===== config.mk =====
export PLATFORM = sky130hd
export DESIGN_NAME = cpu_branch_resolver
export DESIGN_NICKNAME = d
export VERILOG_FILES = /design/src/rtl/cpu_branch_resolver.sv
export SDC_FILE = /design/constraint.sdc
export NUM_CORES = 1
export LEC_CHECK = 0
export ABC_CLOCK_PERIOD_IN_PS = 6800
export CAP_MARGIN = 20
export CORE_MARGIN = 3
export CORE_UTILIZATION = 40
export DETAILED_ROUTE_END_ITERATION = 8
export SETUP_SLACK_MARGIN = 0.1
export SLEW_MARGIN = 20
export SYNTH_ARGS = -nofsm -noshare
export SYNTH_HDL_FRONTEND = slang
export SYNTH_SLANG_ARGS = --single-unit

===== constraint.sdc =====
create_clock -name clk -period 6.8 [get_ports clk]
set_input_delay 1.36 -clock clk [delete_from_list [all_inputs] [get_ports clk]]
set_output_delay 1.36 -clock clk [all_outputs]
set_load 0.02 [all_outputs]

===== src/rtl/cpu_branch_resolver.sv =====
// cpu_branch_resolver: in-order branch prediction queue. Fetch pushes
// predictions and execute resolves them oldest-first. Each resolve produces
// a registered predictor-training pulse and, on a mispredict, a redirect.
// A mispredict also discards every younger entry still in the queue.
//
// Optional feature: define CPU_BRANCH_RESOLVER_STATS_EN to enable the
// resolved-branch and mispredict counters. When it is undefined, both stat
// outputs are tied to 0.
module cpu_branch_resolver #(
  parameter int XLEN        = 32,
  parameter int DEPTH_WIDTH = 2,
  parameter int CNT_WIDTH   = 32
) (
  input  logic                 clk,
  input  logic                 rst,
  input  logic                 pred_valid,
  output logic                 pred_ready,
  input  logic [XLEN-1:0]      pred_addr,
  input  logic                 pred_taken,
  input  logic [XLEN-1:0]      pred_target,
  input  logic                 resolve_valid,
  input  logic                 resolve_taken,
  input  logic [XLEN-1:0]      resolve_target,
  input  logic                 flush,
  output logic                 update,
  output logic [XLEN-1:0]      update_addr,
  output logic                 update_taken,
  output logic                 mispredict,
  output logic [XLEN-1:0]      redirect_pc,
  output logic                 empty,
  output logic [CNT_WIDTH-1:0] stat_branches,
  output logic [CNT_WIDTH-1:0] stat_mispredicts
);

  localparam int DEPTH = 1 << DEPTH_WIDTH;
  localparam logic [DEPTH_WIDTH:0]   FULL_COUNT = (DEPTH_WIDTH+1)'(DEPTH);
  localparam logic [DEPTH_WIDTH:0]   CNT_ONE    = (DEPTH_WIDTH+1)'(1);
  localparam logic [DEPTH_WIDTH-1:0] PTR_ONE    = DEPTH_WIDTH'(1);
  localparam logic [XLEN-1:0]        PC_STEP    = XLEN'(4);

  // Queue storage. There is no reset: an entry is meaningful only while
  // count covers it.
  logic [XLEN-1:0] addr_mem   [DEPTH];
  logic            taken_mem  [DEPTH];
  logic [XLEN-1:0] target_mem [DEPTH];

  logic [DEPTH_WIDTH-1:0] head_reg, tail_reg;
  logic [DEPTH_WIDTH:0]   count_reg, count_next;

  logic            push_fire, pop_fire, mis_fire;
  logic [XLEN-1:0] head_addr, head_target;
  logic            head_taken;

  assign head_addr   = addr_mem[head_reg];
  assign head_taken  = taken_mem[head_reg];
  assign head_target = target_mem[head_reg];

  // Refuse pushes when full, even when a pop happens in the same cycle, and
  // during a flush.
  assign pred_ready = (count_reg != FULL_COUNT) && !flush;
  assign push_fire  = pred_valid && pred_ready;
  // A resolve with nothing outstanding is a protocol error and is ignored.
  assign pop_fire   = resolve_valid && (count_reg != '0);
  assign mis_fire   = pop_fire &&
                      ((head_taken != resolve_taken) ||
                       (resolve_taken && (head_target != resolve_target)));
  assign empty      = (count_reg == '0);

  // Occupancy after a normal push/pop; flushes override this in the register.
  always_comb begin
    count_next = count_reg;
    if (push_fire && !pop_fire) begin
      count_next = count_reg + CNT_ONE;
    end else if (pop_fire && !push_fire) begin
      count_next = count_reg - CNT_ONE;
    end
  end

  // Write accepted predictions. A push that coincides with a mispredict is
  // younger than the bad branch, so it is dropped.
  always_ff @(posedge clk) begin
    if (push_fire && !mis_fire) begin
      addr_mem[tail_reg]   <= pred_addr;
      taken_mem[tail_reg]  <= pred_taken;
      target_mem[tail_reg] <= pred_target;
    end
  end

  // Pointer and occupancy bookkeeping, including both flavours of flush.
  always_ff @(posedge clk) begin
    if (rst) begin
      head_reg  <= '0;
      tail_reg  <= '0;
      count_reg <= '0;
    end else if (mis_fire || flush) begin
      // Pushes are blocked by flush or dropped by a mispredict, so tail stays
      // where it is and the queue collapses onto it.
      head_reg  <= tail_reg;
      count_reg <= '0;
    end else begin
      if (pop_fire) begin
        head_reg <= head_reg + PTR_ONE;
      end
      if (push_fire) begin
        tail_reg <= tail_reg + PTR_ONE;
      end
      count_reg <= count_next;
    end
  end

  // Registered training and redirect outputs, one cycle after the pop.
  always_ff @(posedge clk) begin
    if (rst) begin
      update       <= 1'b0;
      mispredict   <= 1'b0;
      update_addr  <= '0;
      update_taken <= 1'b0;
      redirect_pc  <= '0;
    end else begin
      update     <= pop_fire;
      mispredict <= mis_fire;
      if (pop_fire) begin
        update_addr  <= head_addr;
        update_taken <= resolve_taken;
      end
      if (mis_fire) begin
        redirect_pc <= resolve_taken ? resolve_target : (head_addr + PC_STEP);
      end
    end
  end

`ifdef CPU_BRANCH_RESOLVER_STATS_EN
  localparam logic [CNT_WIDTH-1:0] STAT_ONE = CNT_WIDTH'(1);
  logic [CNT_WIDTH-1:0] stat_branches_reg, stat_mispredicts_reg;

  // Performance counters advance at the pop edge and wrap naturally.
  always_ff @(posedge clk) begin
    if (rst) begin
      stat_branches_reg    <= '0;
      stat_mispredicts_reg <= '0;
    end else begin
      if (pop_fire) begin
        stat_branches_reg <= stat_branches_reg + STAT_ONE;
      end
      if (mis_fire) begin
        stat_mispredicts_reg <= stat_mispredicts_reg + STAT_ONE;
      end
    end
  end

  assign stat_branches    = stat_branches_reg;
  assign stat_mispredicts = stat_mispredicts_reg;
`else
  assign stat_branches    = '0;
  assign stat_mispredicts = '0;
`endif

endmodule


======== Yosys cells after proc, flatten, opt, wreduce, memory -nomap -nowiden ========
Memories as Yosys holds them, arrays and structs flattened. A register that Yosys moved wholly into a read port is not among the register bits.
Cells that the tools add are included.
storage, ports and cells
  flip-flop bits (word level) ............. 74
  RAM bits ................................ 260
  memories ................................ 3
memory list
  memory      depth  width  rd ports  clocked after memory_dff  wr ports  line  RTL
  addr_mem    4      32     1         1                         1         43    logic [XLEN-1:0] addr_mem [DEPTH];
  target_mem  4      32     1         1                         1         45    logic [XLEN-1:0] target_mem [DEPTH];
  taken_mem   4      1      1         1                         1         44    logic taken_mem [DEPTH];
operators by class
  add/subtract/negate cells ............... 5
  equal/unequal tests ..................... 3
  multiplexer cells ....................... 13
  bitwise operators ....................... 1
  reduce and logical (&&, ||, !) cells .... 20
operators with widths
  kind                                               number
  adder 32 x 3 -> 32 bit (second input constant)     1
  two-way mux 32 bit                                 1
  != test 32 bit                                     1
  two-way mux 2 bit                                  8
  logical AND 1 bit                                  8
  two-way mux 3 bit                                  2
  adder 2 x 1 -> 2 bit (second input constant)       2
  zero test 1 bit                                    4
  nonzero test 2 bit                                 2
  adder 3 x 1 -> 3 bit (second input constant)       1
  zero test 3 bit                                    1
  != test 3 bit (second input constant)              1
  nonzero test 3 bit                                 1
  subtractor 3 x 1 -> 3 bit (second input constant)  1
  logical OR 1 bit                                   2
  two-way mux 1 bit                                  2
  AND reduction 2 bit                                1
  OR reduction 2 bit                                 1
  != test 1 bit                                      1
  NOT 1 bit                                          1

======== Logic depth before layout (Yosys ltp) ========
Gate-level depths: netlist of the first run.
  depth in word-level cells ............... 8
  depth in mapped cells ................... 12
  gate-level depth less buffers ........... 10

======== Worst setup path before layout of the first run ========
OpenSTA, ideal clock, no wires.
  path kind ............................... input to register
  start point ............................. input port resolve_taken
  end point ............................... memory addr_mem[0][0] (enable)
  arrival ................................. 4510 ps
  data required time ...................... 6370 ps
  setup slack ............................. 1860 ps
  cell stages on the path ................. 9
  buffers on the path ..................... 3
  cell sequence ........................... clkbuf_1 > o311a_1 > nand2_1 > or4_1 > nor4_4 > a21o_1 > buf_6 > buf_6 > and3_1
between the ends
  longest elaborated chain between the ends .. 7
  elaborated cells between the ends (all ways) .. 8
RTL lines
  what                                                       line    RTL
  from (decl)                                                22      input logic resolve_taken,
  != test 1 bit / logical AND 1 bit (equally long branches)  65, 66
  logical OR 1 bit (*)                                       65      ((head_taken != resolve_taken) ||
  logical AND 1 bit (*)                                      64      assign mis_fire = pop_fire &&
  zero test 1 bit (*)                                        82      if (push_fire && !mis_fire) begin
  logical AND 1 bit (*)                                      82
  two-way mux 1 bit (*)                                      82
  two-way mux 1 bit (implied by the code) (*)                83      addr_mem[tail_reg] <= pred_addr;
  to (decl)                                                  43
Mark *: on every way between the ends. The rest lies on a longest branch, timed or not.

==> results_dict.tcl, run 1 <==
set metrics [dict create \
    fp-row-count 69 \
    track_usage 0.189 \
    clk_latency_ps 520 \
    placed_area_um2 16300 \
    critical_path_required_ps 6990 \
    cts_resized 0 \
    p_per_area_nw_per_um2 281 \
    fin_crit_sh 0.668 \
    cts_tree "yes" \
    synth_cell_types 57 \
    yosysWarnings 0 \
    async_reset_ff_frac 0 \
    power.net_switching_mw 1.22 \
    relSlewSlack 0.432 \
    fmax_mhz 220 \
    netlist_instances 1004 \
    hold_viol_final 0 \
    leakage_nw 5.97 \
    setup_viol_count_final 0 \
    seqPwrFrac 0.478 \
    grt_first_pass_wirelength_um 54700 \
    ant_nets 0 \
    remaining_drc_errors 0 \
    ios 236 \
    pre_cts_slack_ps 1800 \
    clk_pin_slew_ps 60 \
    drt_iter0_markers 702 \
    ys_seq_area_frac 0.645 \
    critPathMaxStageDelay_ps 830 \
    wl_per_cell_um 22.0 \
    routed_wl_um 36700 \
    p_int_mw 3.69 \
    slowest_stage "dfxtp_4" \
    grt_pass1_vias 8488 \
    report.final.slew_viol_count 0 \
    start_util 0.407 \
    end_kind "register" \
    reg_top3 "addr_mem (128), target_mem (128)" \
    cp_max_fo 37 \
    fin_ws_ps 2260 \
    timing.hold.ws_ps 452 \
    die_y_um 196 \
    drive_gt1_frac 0.110 \
    drt_pass1_iterations 5 \
    synth-seq-cells 336 \
    synth_ff_type "edfxtp_1" \
    drt-vias-per-instance 5.16 \
    fin_tns_setup_ps 0 \
    rsz0062_at_grt "false" \
    grt_antenna_before_repair 5 \
    cp.arrival_ps 4730 \
    num_vias 8604 \
    hold_buffers 0 \
    clock_sinks 336 \
    clockBufferDepth 3 \
    min_path_type "reg2reg" \
    finalPower_mw 4.91 \
    pwr-share-clk 0.385 \
    synth_edf_count 260 \
    post-cts-setup-buffers 0 \
    path_class "reg2reg" \
    placedCellCount 1599 \
    hold_start "update_addr[4]$_SDFFE_PP0P_" \
    core-area_um2 35600 \
    dpl.hpwl_um 25400 \
    die_x_um 196 \
    io_buffer_count 171 \
    place_congestion 0.828 \
    final_common_cell "edfxtp_1" \
    post-route-util 0.491 \
    status "completed" \
    skew_ps 19.2 \
    cts_buffers 36 \
    tightest_slew_ps 853 \
    most-common-layout-cells "260 x edfxtp_1, 169 x clkdlybuf4s50_1, 122 x nand2_1, 74 x dfxtp_1, 64 x conb_1" \
    maxCapViolCount 0 \
    start_kind "register" \
    worst_ir_drop_vdd_mv 0.151 \
    syn_avg_cell_area_um2 14.4 \
    grt_max_degree 69 \
    htree_num_levels 2 \
    fin_area_um2 17500 \
    path_cells "buf_4, mux4_2, xnor2_1, o2111ai_1, nor2_1, a21o_2, and3_2, buf_12" \
    stdcell_count 1666 \
    pwr-share-comb 0.137 \
    final_nets 1286 \
    grt_overflow 0 \
    timing.final.crit_period_ps 4540 \
    clockRootBuffer "clkbuf_16" \
    swShare 0.248 \
    area_delta_synth_final_pct 20.8 \
    die_area_um2 38500 \
    syn_area_um2 14500 \
]
==> final cells by class <==
class                      count  area [um2]
clock buffer                  48        1010
multi-input combinational    594        4480
fill                        3093       18100
inverter                      25        93.8
timing repair buffer         183        1840
clock inverter                18         139
tap                          461         577
antenna                        1        2.50
sequential                   336        9340
==> cell families after synthesis <==
logic type	share of synthesized area
simple gates	0.0748
flops	0.645
other cells	0.000259
fa+ha+maj	0.00657
xor+xnor	0.0357
compound gates	0.0479
mux	0.127
buf+inv	0.0625
==> per-layer routing <==
layer  part of all wire  GRT usage  routed length (um)  up-vias
met5             0.0015          0                  55        -
li1                   -          -                   -     3956
met2               0.47      0.299               17100      339
met3              0.078     0.0445                2850       49
met1               0.43      0.268               15900     4252
met4              0.018     0.0425                 658        8
==> synthesized netlist by cell type (4+ instances only) <==
library cell,number,area [um2]
edfxtp_1,260,7810
nand2_1,122,458
dfxtp_1,76,1520
buf_4,69,518
mux2i_1,60,601
a21oi_1,52,260
mux4_2,50,1130
xnor2_1,37,324
nor2_1,26,97.6
inv_1,24,90.1
o21ai_0,23,115
xor2_1,22,193
clkbuf_1,19,71.3
nand3_1,11,55.1
nor3_1,11,55.1
buf_6,10,113
o211ai_1,10,75.1
mux2_1,9,101
nand4_1,9,56.3
nor2b_1,9,56.3
and3_1,8,50.1
nor4_1,8,50.1
nand2b_1,7,43.8
buf_2,6,30.0
ha_1,6,75.1
o22ai_1,6,37.5
buf_1,5,18.8
and4_1,4,35.0
==> critical path: cells and delay by family, from the launching register on <==
| family | cells | cell delay [ps] |
|---|---|---|
| AOI/OAI and AO/OA | 2 | 600 |
| xor gates and xnor gates | 1 | 260 |
| buffers and inverters | 2 | 870 |
| DFF | 1 | 830 |
| muxes | 1 | 580 |
| and+or+nand+nor | 2 | 1020 |
==> path summary, 6_finish.rpt <==
check / depth (start not counted) / end / slack [ps]
hold / removal: 2 / update_addr[4]$_SDFFE_PP0P_ / 450
setup / recovery: 8 / addr_mem[3][24]$_DFFE_PP_ / 2260
hold reg to reg: 2 / update_addr[4]$_SDFFE_PP0P_ / 450
setup reg to reg: 8 / addr_mem[3][24]$_DFFE_PP_ / 2260
==> power by group through the flow <==
| stage | clock [mW] | combinational (mW) | sequential, mW |
|---|---|---|---|
| 6_report | 1.89 | 0.673 | 2.35 |
| 5_1_grt | 2.01 | 0.724 | 2.36 |
| 4_1_cts | 1.93 | 0.680 | 2.35 |
| 3_5_place_dp | 0 | 0.676 | 2.39 |
| 3_3_place_gp | 0 | 0.674 | 2.39 |
| 2_1_floorplan | 0 | 0.437 | 2.39 |
No activity file was read; power rests on OpenSTA's default activity.
==> inputs of run 2 (changes only) <==
--- a/config.mk
+++ b/config.mk
@@ -5,11 +5,12 @@
 export SDC_FILE = /design/constraint.sdc
 export NUM_CORES = 1
 export LEC_CHECK = 0
-export ABC_CLOCK_PERIOD_IN_PS = 6800
+export ABC_CLOCK_PERIOD_IN_PS = 3700
 export CAP_MARGIN = 20
 export CORE_MARGIN = 3
 export CORE_UTILIZATION = 40
 export DETAILED_ROUTE_END_ITERATION = 8
+export PLACE_DENSITY = 0.65
 export SETUP_SLACK_MARGIN = 0.1
 export SLEW_MARGIN = 20
 export SYNTH_ARGS = -nofsm -noshare
==> constraint.sdc (replaced) <==
create_clock -name clk -period 3.7 [get_ports clk]
set_input_delay 0.74 -clock clk [delete_from_list [all_inputs] [get_ports clk]]
set_output_delay 0.74 -clock clk [all_outputs]
set_load 0.02 [all_outputs]
==> run 2 against run 1 <==
Highest routed layer unchanged. Sequential cell count unchanged. Final area grew 1.8%. Sequential share of layout area is 0.94 points lower. Total power increased by 86%. Count of clock-buffer cells in the layout shrank 2. First-iteration DRC count rose by 11%. Critical path type unchanged. Maximum frequency rose by 34%. Core utilization is 0.88 points higher. Non-clock buffer count rose by 29. Sequential power is 83% higher. Via count is 1.8% higher. Worst hold slack improved by 6.4 ps.
==> results_dict.tcl, run 2 (synthesis gave the netlist of run 1 again) <==
set metrics [dict create \
    status "completed" \
    grt_antenna_before_repair 1 \
    fin_ws_ps 305 \
    maxCapViolCount 0 \
    relSlewSlack 0.441 \
    hold_viol_final 0 \
    clock_sinks 336 \
    remaining_drc_errors 0 \
    cts_resized 0 \
    clk_pin_slew_ps 60 \
    multi_input_area_um2 4480 \
    drt_pass1_iterations 5 \
    start_kind "register" \
    track_usage 0.188 \
    fmax_mhz 295 \
    fin_tns_setup_ps 0 \
    critical_path_required_ps 3880 \
    grt_overflow 0 \
    drt-vias-per-instance 5.17 \
    reg_top3 "addr_mem (128), target_mem (128)" \
    cts_tree "yes" \
    cp.arrival_ps 3580 \
    fp-row-count 69 \
    die_area_um2 38500 \
    min_path_type "reg2reg" \
    place_congestion 0.834 \
    rsz0062_at_grt "false" \
    setup_viol_count_final 0 \
    drive_gt1_frac 0.134 \
    hold_buffers 0 \
    end_kind "register" \
    skew_ps 25.6 \
    p_per_area_nw_per_um2 514 \
    routed_wl_um 37100 \
    seq_area_um2 9340 \
    clockRootBuffer "clkbuf_16" \
    start_util 0.407 \
    grt_max_degree 68 \
    n_fill_cell 3048 \
    final_nets 1315 \
    final_common_cell "edfxtp_1" \
    area_delta_synth_final_pct 23.0 \
    timing.final.crit_period_ps 3400 \
    cts_buffers 36 \
    antenna_cells 0 \
    cp_max_fo 34 \
    clockBufferDepth 3 \
    stdcell_count 1694 \
    wl_per_cell_um 21.9 \
    die_x_um 196 \
    io_buffer_count 171 \
    leakage_nw 6.13 \
    die_y_um 196 \
    report.final.slew_viol_count 0 \
    htree_num_levels 2 \
    ios 236 \
    core-area_um2 35600 \
    path_class "reg2reg" \
    most-common-layout-cells "260 x edfxtp_1, 169 x clkdlybuf4s50_1, 122 x nand2_1, 74 x dfxtp_1, 64 x conb_1" \
    num_vias 8758 \
    grt_pass1_vias 8680 \
    post-cts-setup-buffers 0 \
    dpl.hpwl_um 26200 \
    clk_latency_ps 520 \
    fin_crit_sh 0.918 \
    drt_iter0_markers 779 \
    ant_nets 0 \
    placedCellCount 1628 \
    post-route-util 0.500 \
    pre_cts_slack_ps 233 \
    tightest_slew_ps 839 \
    worst_ir_drop_vdd_mv 0.259 \
    grt_first_pass_wirelength_um 54700 \
]
[run 2: critical path, stage by stage, from the launching register on]
cell and delay, ps:
dfxtp_4 610, mux4_2 590, xnor2_1 230, nand4_1 210
or3_1 400, nor4_4 260, a21o_2 220, and3_2 260
buf_12 230
[run 2: worst paths after layout]
path / start / end / slack, ps / depth (start not counted)
worst max register to register: register / addr_mem[1][22]$_DFFE_PP_ / 300 / 8
worst max-delay path: register / addr_mem[1][22]$_DFFE_PP_ / 300 / 8
worst min-delay path: update_addr[28]$_SDFFE_PP0P_ / update_addr[28]$_SDFFE_PP0P_ / 460 / 2
worst min register to register: update_addr[28]$_SDFFE_PP0P_ / update_addr[28]$_SDFFE_PP0P_ / 460 / 2
[run 2: routing by layer]
layer | part of all wire | global-route usage | routed length, um | up-vias
li1 | - | - | - | 4007
met1 | 0.42 | 0.257 | 15700 | 4321
met2 | 0.48 | 0.313 | 18000 | 379
met3 | 0.075 | 0.0390 | 2770 | 49
met4 | 0.018 | 0.0430 | 674 | 2
met5 | 0.00035 | 0 | 13 | -
[run 2: area by class of cell]
cell class	instances	area share
Clock buffer	46	0.0551
Timing Repair Buffer	212	0.120
Multi-Input combinational cell	594	0.252
Clock inverter	20	0.0103
Sequential cell	336	0.525
Inverter	25	0.00528
Tap cell	461	0.0324
[run 2: stage by stage]
stage	cell area, um2	power (mW)	hold slack, ps
6_report	17800	9.14	458
5_1_grt	17800	9.46	480
4_1_cts	17800	9.20	460
3_5_place_dp	16600	5.70	452
3_3_place_gp	16600	5.68	445
2_1_floorplan	14700	5.20	482
[run 2: where the power goes]
| group | internal, mW | total [mW] | switching [mW] |
|---|---|---|---|
| sequential | 4.21 | 4.29 | 0.0797 |
| clock | 2.09 | 3.52 | 1.43 |
| combinational | 0.569 | 1.33 | 0.760 |
==> inputs of run 3 (changes only) <==
--- a/config.mk
+++ b/config.mk
@@ -6,7 +6,6 @@
 export NUM_CORES = 1
 export LEC_CHECK = 0
 export ABC_CLOCK_PERIOD_IN_PS = 3700
-export CAP_MARGIN = 20
 export CORE_MARGIN = 3
 export CORE_UTILIZATION = 40
 export DETAILED_ROUTE_END_ITERATION = 8
==> results of run 3 <==
No change in the layout: final DEF, timing and power equal those of run 2.
